**src/rtl/imem_fetch_pkg.sv**
```systemverilog
// Shared types for the instruction fetch sequencer: FSM states, fetch granule
// and the default {pc, inst} queue entry layout.
package imem_fetch_pkg;

  typedef enum logic [1:0] {
    IDLE,
    RUN,
    HALT
  } fetch_state_e;

  localparam int INST_BYTES = 4;

  localparam int DEFAULT_ADDR_WIDTH = 32;
  localparam int DEFAULT_INST_WIDTH = 32;

  typedef struct packed {
    logic [DEFAULT_ADDR_WIDTH-1:0] pc;
    logic [DEFAULT_INST_WIDTH-1:0] inst;
  } fetch_entry_t;

endpackage

```
**src/rtl/imem_fetch_queue.sv**
```systemverilog
// Synchronous FIFO holding fetched entries between instruction memory and decode.
// The head output keeps its last value while the queue is empty.
module imem_fetch_queue
  import imem_fetch_pkg::*;
#(
  parameter int  DEPTH   = 2,
  parameter type entry_t = fetch_entry_t,
  localparam int CNT_W   = $clog2(DEPTH) + 1
) (
  input  logic             clock,
  input  logic             reset,
  input  logic             push,
  input  entry_t           push_data,
  input  logic             pop,
  input  logic             flush,
  output entry_t           head,
  output logic [CNT_W-1:0] count
);

  localparam int PTR_W = (DEPTH > 1) ? $clog2(DEPTH) : 1;

  entry_t           mem_q [DEPTH];
  logic [PTR_W-1:0] wr_ptr_q, wr_ptr_d;
  logic [PTR_W-1:0] rd_ptr_q, rd_ptr_d;
  logic [CNT_W-1:0] count_q, count_d;
  entry_t           last_q, last_d;
  logic             do_push, do_pop;

  always_comb begin
    // NOTE: every signal gets a default before any branch so no latch is inferred.
    wr_ptr_d = wr_ptr_q;
    rd_ptr_d = rd_ptr_q;
    count_d  = count_q;
    last_d   = last_q;
    do_push  = push && (count_q != CNT_W'(DEPTH));
    do_pop   = pop && (count_q != '0);

    if (count_q != '0) last_d = mem_q[rd_ptr_q];

    if (flush) begin
      wr_ptr_d = '0;
      rd_ptr_d = '0;
      count_d  = '0;
    end else begin
      if (do_push) wr_ptr_d = wr_ptr_q + PTR_W'(1);
      if (do_pop)  rd_ptr_d = rd_ptr_q + PTR_W'(1);
      case ({do_push, do_pop})
        2'b10:   count_d = count_q + CNT_W'(1);
        2'b01:   count_d = count_q - CNT_W'(1);
        default: ;
      endcase
    end
  end

  // NOTE: state flops use non-blocking assignments so every flop samples pre-edge values.
  always_ff @(posedge clock) begin
    if (reset) begin
      wr_ptr_q <= '0;
      rd_ptr_q <= '0;
      count_q  <= '0;
      last_q   <= '0;
    end else begin
      wr_ptr_q <= wr_ptr_d;
      rd_ptr_q <= rd_ptr_d;
      count_q  <= count_d;
      last_q   <= last_d;
    end
  end

  // NOTE: storage is not reset; count gates every read, so stale contents are never observed.
  always_ff @(posedge clock) begin
    if (do_push && !flush) mem_q[wr_ptr_q] <= push_data;
  end

  assign head  = (count_q != '0) ? mem_q[rd_ptr_q] : last_q;
  assign count = count_q;

endmodule

```
**src/rtl/imem_fetch_ctrl.sv**
```systemverilog
// Fetch sequencer: owns the PC, issues word fetches, queues {pc, inst} for decode.
// Optional performance counters are enabled with the IMEM_FETCH_PERF_EN macro.
module imem_fetch_ctrl
  import imem_fetch_pkg::*;
#(
  parameter int                    ADDR_WIDTH = 32,
  parameter int                    INST_WIDTH = 32,
  parameter logic [ADDR_WIDTH-1:0] RESET_PC   = ADDR_WIDTH'(32'h8000_0000),
  parameter int                    DEPTH      = 2
) (
  input  logic                  clock,
  input  logic                  reset,
  output logic                  mem_valid,
  input  logic                  mem_ready,
  output logic [ADDR_WIDTH-1:0] mem_pc,
  input  logic [INST_WIDTH-1:0] mem_inst,
  output logic                  out_valid,
  input  logic                  out_ready,
  output logic [ADDR_WIDTH-1:0] out_pc,
  output logic [INST_WIDTH-1:0] out_inst,
  input  logic                  redirect_valid,
  input  logic [ADDR_WIDTH-1:0] redirect_pc,
  input  logic                  halt,
  output logic                  halted
`ifdef IMEM_FETCH_PERF_EN
  ,
  output logic [31:0]           perf_fetch_cnt,
  output logic [31:0]           perf_stall_cnt
`endif
);

  localparam int CNT_W = $clog2(DEPTH) + 1;

  typedef struct packed {
    logic [ADDR_WIDTH-1:0] pc;
    logic [INST_WIDTH-1:0] inst;
  } entry_t;

  fetch_state_e          state_q, state_d;
  logic [ADDR_WIDTH-1:0] pc_q, pc_d;
  logic [CNT_W-1:0]      count;
  entry_t                head;
  entry_t                push_data;
  logic                  full, flush, accept, pop;

  always_comb begin
    state_d   = state_q;
    pc_d      = pc_q;
    full      = (count == CNT_W'(DEPTH));
    flush     = redirect_valid && (state_q != IDLE);
    mem_valid = (state_q == RUN) && !redirect_valid && !full;
    accept    = mem_valid && mem_ready;
    pop       = out_valid && out_ready;

    case (state_q)
      IDLE:    state_d = RUN;
      RUN:     if (halt) state_d = HALT;
      default: ;
    endcase

    // Redirect targets are forced to a word boundary.
    if (flush)       pc_d = redirect_pc & ~ADDR_WIDTH'(INST_BYTES - 1);
    else if (accept) pc_d = pc_q + ADDR_WIDTH'(INST_BYTES);
  end

  always_ff @(posedge clock) begin
    if (reset) begin
      state_q <= IDLE;
      pc_q    <= RESET_PC;
    end else begin
      state_q <= state_d;
      pc_q    <= pc_d;
    end
  end

  assign push_data = '{pc: pc_q, inst: mem_inst};

  imem_fetch_queue #(
    .DEPTH   (DEPTH),
    .entry_t (entry_t)
  ) u_queue (
    .clock     (clock),
    .reset     (reset),
    .push      (accept),
    .push_data (push_data),
    .pop       (pop),
    .flush     (flush),
    .head      (head),
    .count     (count)
  );

  assign mem_pc    = pc_q;
  assign out_valid = (count != '0);
  assign out_pc    = head.pc;
  assign out_inst  = head.inst;
  assign halted    = (state_q == HALT) && (count == '0);

`ifdef IMEM_FETCH_PERF_EN
  logic [31:0] perf_fetch_q, perf_fetch_d;
  logic [31:0] perf_stall_q, perf_stall_d;

  always_comb begin
    perf_fetch_d = perf_fetch_q;
    perf_stall_d = perf_stall_q;
    if (accept)                   perf_fetch_d = perf_fetch_q + 32'd1;
    if ((state_q == RUN) && full) perf_stall_d = perf_stall_q + 32'd1;
  end

  always_ff @(posedge clock) begin
    if (reset) begin
      perf_fetch_q <= '0;
      perf_stall_q <= '0;
    end else begin
      perf_fetch_q <= perf_fetch_d;
      perf_stall_q <= perf_stall_d;
    end
  end

  assign perf_fetch_cnt = perf_fetch_q;
  assign perf_stall_cnt = perf_stall_q;
`endif

endmodule

```
**config.mk**
```make
export PLATFORM = sky130hd
export DESIGN_NAME = imem_fetch_ctrl
export DESIGN_NICKNAME = d
export VERILOG_FILES = /design/src/rtl/imem_fetch_pkg.sv /design/src/rtl/imem_fetch_queue.sv /design/src/rtl/imem_fetch_ctrl.sv
export SDC_FILE = /design/constraint.sdc
export NUM_CORES = 1
export LEC_CHECK = 0
export ABC_AREA = 1
export ABC_CLOCK_PERIOD_IN_PS = 5300
export BUFFER_PORTS_ARGS = -buffer_cell sky130_fd_sc_hd__buf_4
export CAP_MARGIN = 0
export CORE_MARGIN = 1
export CORE_UTILIZATION = 50
export DETAILED_ROUTE_END_ITERATION = 12
export GPL_ROUTABILITY_DRIVEN = 0
export PLACE_DENSITY = 0.73
export SLEW_MARGIN = 40
export SYNTH_ARGS = -nofsm -noshare
export SYNTH_HDL_FRONTEND = slang
export SYNTH_SLANG_ARGS = --single-unit
export TNS_END_PERCENT = 30
```
**constraint.sdc**
```tcl
create_clock -name clock -period 5.3 [get_ports clock]
set_clock_uncertainty 0.15 [all_clocks]
set_input_delay 0.265 -clock clock [delete_from_list [all_inputs] [get_ports clock]]
set_output_delay 0.265 -clock clock [all_outputs]
set_load 0.05 [all_outputs]
```
* Word-level counts from Yosys, hierarchy flattened
Memories as Yosys holds them, arrays and structs flattened. A register that Yosys moved wholly into a read port is not among the register bits.
Cells that the tools add are included.
** Word-level totals
- Bits in registers :: 102
- Bits in writable memories :: 128
- Input port bits :: 70
- Word-level logic and storage cells :: 52
- Memories :: 1
** Memories
- u_queue.mem_q :: words 2, width 64, read ports 1, clocked after Yosys merged registers in 1, write ports 1, RTL line imem_fetch_queue.sv:22 : entry_t mem_q [DEPTH];
** Operators by class
- Add/subtract/negate cells :: 5
- Eq/ne operators :: 7
- Multiplexer cells :: 10
- Reduce and logical (&&, ||, !) cells :: 21
** Operators by type and width (number)
- 32-bit 2-to-1 mux :: 2
- 64-bit 2-to-1 mux :: 1
- 32-bit by 3-bit adder with 32-bit output, second input constant :: 1
- 2-bit nonzero test :: 5
- 1-bit logical AND :: 9
- 2-bit case mux with 2 select lines :: 2
- 2-bit == test, second input constant :: 3
- 2-bit by 1-bit == test with 1-bit output, second input constant :: 2
- 2-bit zero test :: 2
- 1-bit 2-to-1 mux :: 4
- 2-bit != test, second input constant :: 2
- 1-bit zero test :: 3
- 1-bit adder, second input constant :: 2
- 2-bit by 1-bit adder with 2-bit output, second input constant :: 1
- 2-bit 2-to-1 mux :: 1
- 2-bit AND reduction :: 1
- 2-bit OR reduction :: 1
- 2-bit by 1-bit subtractor with 2-bit output, second input constant :: 1

* Logic depth before layout (Yosys ltp)
Gate-level depths: netlist of run 1.
- Word-level depth :: 8
- Gate-level depth with buffers :: 12
- Gate-level depth less buffers :: 10

* Hierarchy
Synthesis of run 1 repeated with hierarchy kept, for this count alone.
** Unflattened totals
- Cells, all modules :: 1135
- Area total of the unflattened synthesis :: 9769.4 um2
** Modules (own cells, without submodules)
- imem_fetch_queue :: instances 1, cells an instance 712, area an instance 7347.0 um2, sequential area each 5225.0 um2
- imem_fetch_ctrl :: instances 1, cells an instance 423, area an instance 2422.3 um2, sequential area each 640.6 um2

* Least setup slack after synthesis of run 1
No wires, ideal clock.
- Path type :: register to register
- Start point :: register state_q[0]
- End point :: memory u_queue.mem_q[1][0] (netlist name) (enable)
- Setup time :: 0.484 ns
- Arrival :: 3.331 ns
- Slack :: 1.336 ns
- Stages on the path, launching flop included :: 5
- Buffers on the path :: 0
- Period minus slack after synthesis :: 3.964 ns
- Cells stage by stage :: dfxtp_1 -> nand2_1 -> nor2_2 -> nand3_4 -> nor2_1
** Between the ends
- Longest elaborated chain between the ends :: 8
- Elaborated cells between the ends (all ways) :: 11
** RTL lines
- from (decl) :: RTL line imem_fetch_ctrl.sv:39 : fetch_state_e state_q, state_d;
- from (signal assigned) :: RTL line imem_fetch_ctrl.sv:71 : state_q <= state_d;
- 2-bit by 1-bit == test with 1-bit output :: RTL line imem_fetch_ctrl.sv:51 : mem_valid = (state_q == RUN) && !redirect_valid && !full;
- 1-bit logical AND (2 in series) :: RTL line imem_fetch_ctrl.sv:51
- 1-bit logical AND :: RTL line imem_fetch_ctrl.sv:52 : accept = mem_valid && mem_ready;
- 1-bit logical AND :: RTL line imem_fetch_queue.sv:35 : do_push = push && (count_q != CNT_W'(DEPTH));
- 1-bit logical AND * :: RTL line imem_fetch_queue.sv:72 : if (do_push && !flush) mem_q[wr_ptr_q] <= push_data;
- 1-bit 2-to-1 mux * :: RTL line imem_fetch_queue.sv:72
- 1-bit 2-to-1 mux (not written as such) * :: RTL line imem_fetch_queue.sv:72
- to (decl) :: RTL line imem_fetch_queue.sv:22
Mark *: on every way between the ends. The rest lies on a longest branch, timed or not.

* Worst setup path in the final report of run 1
- Start point :: register u_queue.count_q[0], in the netlist u_queue.count[0]
- End point :: output out_inst[11]
** Between the ends
- Longest elaborated chain between the ends :: 2
** RTL lines
- from (decl) :: RTL line imem_fetch_queue.sv:25 : logic [CNT_W-1:0] count_q, count_d;
- from (signal assigned) :: RTL line imem_fetch_queue.sv:65 : count_q <= count_d;
- 2-bit nonzero test :: RTL line imem_fetch_queue.sv:75 : assign head = (count_q != '0) ? mem_q[rd_ptr_q] : last_q;
- 64-bit 2-to-1 mux :: RTL line imem_fetch_queue.sv:75
- to (decl) :: RTL line imem_fetch_ctrl.sv:20 : output logic [INST_WIDTH-1:0] out_inst,
Every way passes these cells.

==> out/qor.yml, run 1 <==
worst_setup_path:
  worstPathRequired_ns: 4.89
  rr_startpoint: "u_queue.count[0]"
  cp-startpoint: "u_queue.count[0]"
  startpoint_type: "flop"
  worstPathCellList: "nor2_4, inv_2, buf_4, nor2_1, a21oi_1, buf_4"
  cp-end-kind: "primary output"
  max_stage_delay_ns: 0.50
  path_common_cell: "buf_4"
  critPathTopFamily: "buffers and inverters"
  cp_slowest_cell: "buf_4"
  path_max_fanout: 36
  crit_arrival_ns: 2.55
  r2r_setup_slack_ns: 2.69
  worst-path-buf-inv: 3
  crit_type: "flop to primary output"
yosys:
  yosys_warnings: 0
  synth-async-reset-ratio_pct: 0
  netlist_area_um2: 9170
  ys_seq_area_share_pct: 62.7
  ys.flop_type: "edfxtp_1"
  synth_edf_count: 124
  syn_inst: 975
  synth.distinct_cells: 32
  synth-seq-cells: 225
  syn_avg_cell_area_um2: 9.40
route:
  drcViolationCount: 0
  detail-route-antenna-nets: 0
  drt_iter0_drc: 380
  wire_per_inst_um: 15.8
  first_pass_iters: 5
  vias_per_cell: 5.18
  routed_wl_um: 22700
  via_count: 7441
finish:
  stdcell_area_um2: 12000
  diodes: 0
  nets: 1261
  layout_common_cells: "nand2_1 (212), buf_4 (172), a21oi_1 (156), nor2_1 (127), edfxtp_1 (124)"
  layout-drive-gt1-share_pct: 19.1
  layout_commonest_cell: "nand2_1"
  area_delta_synth_final_pct: 30.5
power:
  power.density_nw_per_um2: 372
  ir_drop_v: 0.000277
  static-leakage-power_nw: 4.97
  p_total_mw: 4.46
die:
  rows: 49
  die_w_um: 137
  die_h_um: 137
  core_um2: 18000
  ios: 169
  dieArea_um2: 18900
  initial_core_util_pct: 51.0
timing:
  relSlewSlack_pct: 49.5
  worst_slack_ns: 2.34
  hold_viol: 0
  setup_viol: 0
  whs_ns: 0.0262
  post-route-period-util_pct: 55.9
  finalSetupTns_ns: 0
  rsz0062_at_grt: "no"
  maxSlewViolCount: 0
  worstMarginPinSlew_ns: 0.757
  max_freq_mhz: 337
  min_period_ns: 2.96
place:
  port_buffers: 164
  dp_hpwl_um: 13800
  placed_area_um2: 10600
  pre_cts_slack_ns: 2.64
clocking:
  cts-resized-gates: 0
  h-tree-depth: 1
  insertion_delay_ns: 0.50
  ctsHoldBuffers: 62
  clk_path_buf_depth: 3
  postCtsSetupBuffers: 0
  clk_pin_slew_ns: 0.06
  cts_tree: "done"
  cts_made_buffers: 24
  root_buffer: "clkbuf_16"
  cts.sinks: 225
grt:
  grt_use_total_pct: 24.1
  grt_pass1_vias: 7115
  grt_start_max_net_pins: 65
  grt_pass1_wl_um: 35300
  antenna_found_initial: 0
  grt_overflow_total: 0
status:
  status: "completed"
hold_path:
  hp-start: "redirect_pc[29]"
  hold_path.class: "input pin to flop"
flow_run:
  maxCapViolCount: 0
## cell families (layout without fill, tap and decap cells)
family | Yosys count | in the layout | synth area share, %
adder cells (fa/ha/maj) | 2 | 2 | 0.273
XOR/XNOR | 10 | 10 | 0.955
other | 1 | 2 | 0.0409
flip-flops | 225 | 225 | 62.7
AO/OA/AOI/OAI | 188 | 188 | 10.5
AND/OR/NAND/NOR | 441 | 441 | 20.6
buffers and inverters | 108 | 339 | 4.94
## through the flow
stage,util (%),std cells
global placement,58.7,1329
CTS,66.6,1436
finish,66.6,1436
global route,66.6,1436
floorplan,-,976
detailed placement,58.9,1330
## per-layer routing
metal	vias to the layer above	part of all wire, %	global-route usage, %
met5	-	0	0
met2	246	49	43.3
met3	34	6.8	3.27
met4	0	2.4	7.33
li1	3640	-	-
met1	3521	42	30.0
## path summary, 6_finish.rpt
| path | endpoint | cells after the start |
|---|---|---|
| max | out_inst[11] | 6 |
| min | mem_pc[29] | 5 |
| max reg2reg | u_queue.mem_q[0][0] | 5 |
| min reg2reg | u_queue.last_q[33] | 2 |
## area by class of cell
type,count,area [um2]
clock buffer,31,658
multi-input combinational,643,3000
tap,229,287
clock inverter,13,115
timing repair buffer,235,1940
fill,1432,6000
sequential,225,5750
inverter,60,225
## Yosys cell counts (3+ instances only)
cell | n | area (um2)
nand2_1 | 212 | 796
a21oi_1 | 156 | 781
nor2_1 | 130 | 488
edfxtp_1 | 124 | 3720
dfxtp_1 | 101 | 2020
and2_1 | 63 | 394
inv_1 | 55 | 206
clkbuf_1 | 28 | 105
o21ai_0 | 23 | 115
nand3_1 | 20 | 100
buf_2 | 14 | 70.1
xor2_1 | 8 | 70.1
nor3_1 | 7 | 35.0
a22oi_1 | 4 | 30.0
buf_4 | 4 | 30.0
inv_2 | 4 | 15.0
nor2_2 | 3 | 18.8
## power by group
group          internal (mW)  total [mW]  switching [mW]  leakage (nW)
sequential              1.92        1.97          0.0518          1.97
clock                  0.972        1.63           0.655         0.384
combinational          0.272       0.855           0.583          2.62
## state kept, by name (all words and copies together) (netlist names), named ones only
| register | cells |
|---|---|
| u_queue.rd_ptr_q | 1 |
| u_queue.last_q | 64 |
| state_q | 2 |
| u_queue.mem_q | 124 |
| u_queue.count | 2 |
| u_queue.wr_ptr_q | 1 |
| mem_pc | 30 |
## worst reg2reg max path: stages (launching register included)
cell	delay (ns)
dfxtp_1	0.47
nor2_2	0.09
inv_1	0.10
nand3_4	0.18
nor2_4	0.62
buf_4	0.61
Power figures use the tool's default switching activity.
==> run 2: changes to the inputs <==
--- a/config.mk
+++ b/config.mk
@@ -6,7 +6,7 @@
 export NUM_CORES = 1
 export LEC_CHECK = 0
 export ABC_AREA = 1
-export ABC_CLOCK_PERIOD_IN_PS = 5300
+export ABC_CLOCK_PERIOD_IN_PS = 3000
 export BUFFER_PORTS_ARGS = -buffer_cell sky130_fd_sc_hd__buf_4
 export CAP_MARGIN = 0
 export CORE_MARGIN = 1
==> constraint.sdc (replaced) <==
create_clock -name clock -period 3 [get_ports clock]
set_clock_uncertainty 0.15 [all_clocks]
set_input_delay 0.15 -clock clock [delete_from_list [all_inputs] [get_ports clock]]
set_output_delay 0.15 -clock clock [all_outputs]
set_load 0.05 [all_outputs]
==> run 2 against run 1 <==
Effect of this change:
- clock-buffer cell count is 3 higher
- register-to-register slack lost 2.3 ns
- core utilization rose by 1.5 points
- via count up 1.9%
- critical path depth fell by 1
- combinational power grew 82%
==> out/qor.yml, run 2 (same netlist as run 1, synthesis figures left out) <==
place:
  dp_hpwl_um: 13800  # about the same
  placed_area_um2: 10600  # about the same
  placed_cells: 1335  # was 1330
  port_buffers: 164  # unchanged
  pre_cts_slack_ns: 0.841  # was 2.64 ns
die:
  initial_core_util_pct: 51.0  # unchanged
  core_um2: 18000  # unchanged
  die_w_um: 137  # unchanged
  ios: 169  # unchanged
  rows: 49  # unchanged
  die_h_um: 137  # unchanged
  dieArea_um2: 18900  # unchanged
timing:
  worst_slack_ns: 0.319  # was 2.34 ns
  setup_viol: 0  # unchanged
  relSlewSlack_pct: 48.0  # was 49.5%
  finalSetupTns_ns: 0  # unchanged
  min_period_ns: 2.68
  post-route-period-util_pct: 89.4
  maxSlewViolCount: 0  # unchanged
  worstMarginPinSlew_ns: 0.780  # was 0.757 ns
  rsz0062_at_grt: "no"  # unchanged
  max_freq_mhz: 373
  hold_viol: 0  # unchanged
worst_setup_path:
  worstPathRequired_ns: 2.70  # was 4.89 ns
  cp-end-kind: "primary output"  # unchanged
  crit_arrival_ns: 2.38  # was 2.55 ns
  startpoint_type: "flop"  # unchanged
  cp_slowest_cell: "nor2_4"  # was buf_4
  path_max_fanout: 27  # was 36
  crit_type: "flop to primary output"  # unchanged
  max_stage_delay_ns: 0.42  # was 0.50 ns
  worstPathCellList: "nor2_4, buf_4, a21oi_1, a21oi_1, buf_4"  # was nor2_4, inv_2, buf_4, nor2_1, a21oi_1, buf_4
  critPathTopFamily: "buffers and inverters"  # unchanged
  worst-path-buf-inv: 2  # was 3
finish:
  diodes: 0  # unchanged
  final_cells: 1471  # was 1436
  nets: 1298  # was 1261
  largest_register_ffs: 124  # unchanged
  area_delta_synth_final_pct: 33.5  # was 30.5%
  num-fill-cells: 1424  # was 1432
  multiInputGateArea_um2: 3000  # unchanged
  layout_common_cells: "nand2_1 (212), buf_4 (176), a21oi_1 (156), nor2_1 (127), edfxtp_1 (124)"  # was nand2_1 (212), buf_4 (172), a21oi_1 (156), nor2_1 (127), edfxtp_1 (124)
  largest-register: "u_queue.mem_q"  # unchanged
  layout-drive-gt1-share_pct: 18.2  # was 19.1%
  stdcell_area_um2: 12200  # was 12000 um2
  regArea_um2: 5750  # unchanged
  layout_commonest_cell: "nand2_1"  # unchanged
clocking:
  h-tree-depth: 1  # unchanged
  clk_pin_slew_ns: 0.06  # about the same
  clk_path_buf_depth: 3  # unchanged
  cts.sinks: 225  # unchanged
  cts-resized-gates: 0  # unchanged
  cts_tree: "done"  # unchanged
  root_buffer: "clkbuf_16"  # unchanged
  insertion_delay_ns: 0.50  # about the same
  cts_made_buffers: 23  # was 24
route:
  wire_per_inst_um: 15.6  # was 15.8 um
  detail-route-antenna-nets: 0  # unchanged
  first_pass_iters: 5  # unchanged
  drcViolationCount: 0  # unchanged
  drt_iter0_drc: 415  # was 380
  via_count: 7580  # was 7441
  vias_per_cell: 5.15  # was 5.18
  routed_wl_um: 23000  # was 22700 um
grt:
  grt_pass1_wl_um: 35700  # was 35300 um
  grt_overflow_total: 0  # unchanged
  grt_use_total_pct: 24.3  # was 24.1%
  grt_pass1_vias: 7271  # was 7115
  antenna_found_initial: 0  # unchanged
  grt_start_max_net_pins: 56  # was 65
power:
  power.density_nw_per_um2: 624  # was 372 nW/um2
  static-leakage-power_nw: 5.14  # was 4.97 nW
  p_total_mw: 7.64  # was 4.46 mW
  ir_drop_v: 0.000523  # was 0.000277 V
flow_run:
  maxCapViolCount: 0  # unchanged
status:
  status: "completed"  # unchanged
hold_path:
  hold_path.class: "input pin to flop"  # unchanged
-- run 2: changes by cell type in the layout (fill, tap and decap cells not counted), moves of 2 or more --
| cell | previous run | this run |
|---|---|---|
| buf_12 | 0 | 2 |
| buf_4 | 172 | 176 |
| bufinv_16 | 2 | 0 |
| clkbuf_1 | 5 | 9 |
| clkbuf_16 | 25 | 23 |
| clkinv_2 | 8 | 4 |
| dlygate4sd3_1 | 62 | 95 |
| inv_2 | 7 | 5 |
-- run 2: worst paths after layout --
kind | start | endpoint | slack [ns] | depth (start not counted)
worst max register to register | mem_pc[2] | mem_pc[22] | 0.37 | 11
worst min register to register | u_queue.last_q[32] | u_queue.last_q[32] | 0.29 | 2
worst min-delay path | mem_ready | u_queue.mem_q[1][34] | 0.09 | 3
worst max-delay path | u_queue.count[0] | out_pc[13] | 0.32 | 5
-- run 2: layer usage --
layer	vias up	global-route usage (%)	routed length (um)
li1	3711	-	-
met2	253	42.8	11300
met1	3585	30.4	9580
met4	0	7.51	482
met3	31	4.05	1650
met5	-	0	0
-- run 2: repair_timing --
| action | in CTS | in global routing |
|---|---|---|
| buffers inserted | 0 | 0 |
| setup endpoints to repair | 0 | 0 |
| endpoints found under the hold margin | 99 | 0 |
| hold buffers | 95 | 0 |
-- run 2: stage by stage --
stage               hold slack [ns]  utilization [%]
floorplan                    0.0989                -
global placement              0.185             59.1
detailed placement            0.188             59.1
CTS                          0.0661             68.1
global route                 0.0841             68.1
finish                       0.0864             68.1
-- run 2: final cells by class --
cell class	instances	area share, %
clock buffer	34	5.20
sequential	225	46.9
inverter	60	1.84
multi-input combinational	643	24.5
clock inverter	7	0.296
timing repair buffer	273	18.9
tap	229	2.34
-- run 2: worst register-to-register path, stage by stage, from the launching register on --
cell,delay (ns)
dfxtp_1,0.47
ha_1,0.28
inv_1,0.08
nor2_1,0.16
nand2_1,0.19
nor2_4,0.25
nand2_1,0.08
nand2_1,0.06
nand2_1,0.05
a21oi_1,0.12
nor2_1,0.06
dlygate4sd3_1,0.58
-- run 2: power by group --
group	switching, mW	total (mW)	internal, mW
Combinational	1.04	1.56	0.521
Sequential	0.0963	3.49	3.39
Clock	1.13	2.59	1.47
Total	2.26	7.64	5.38
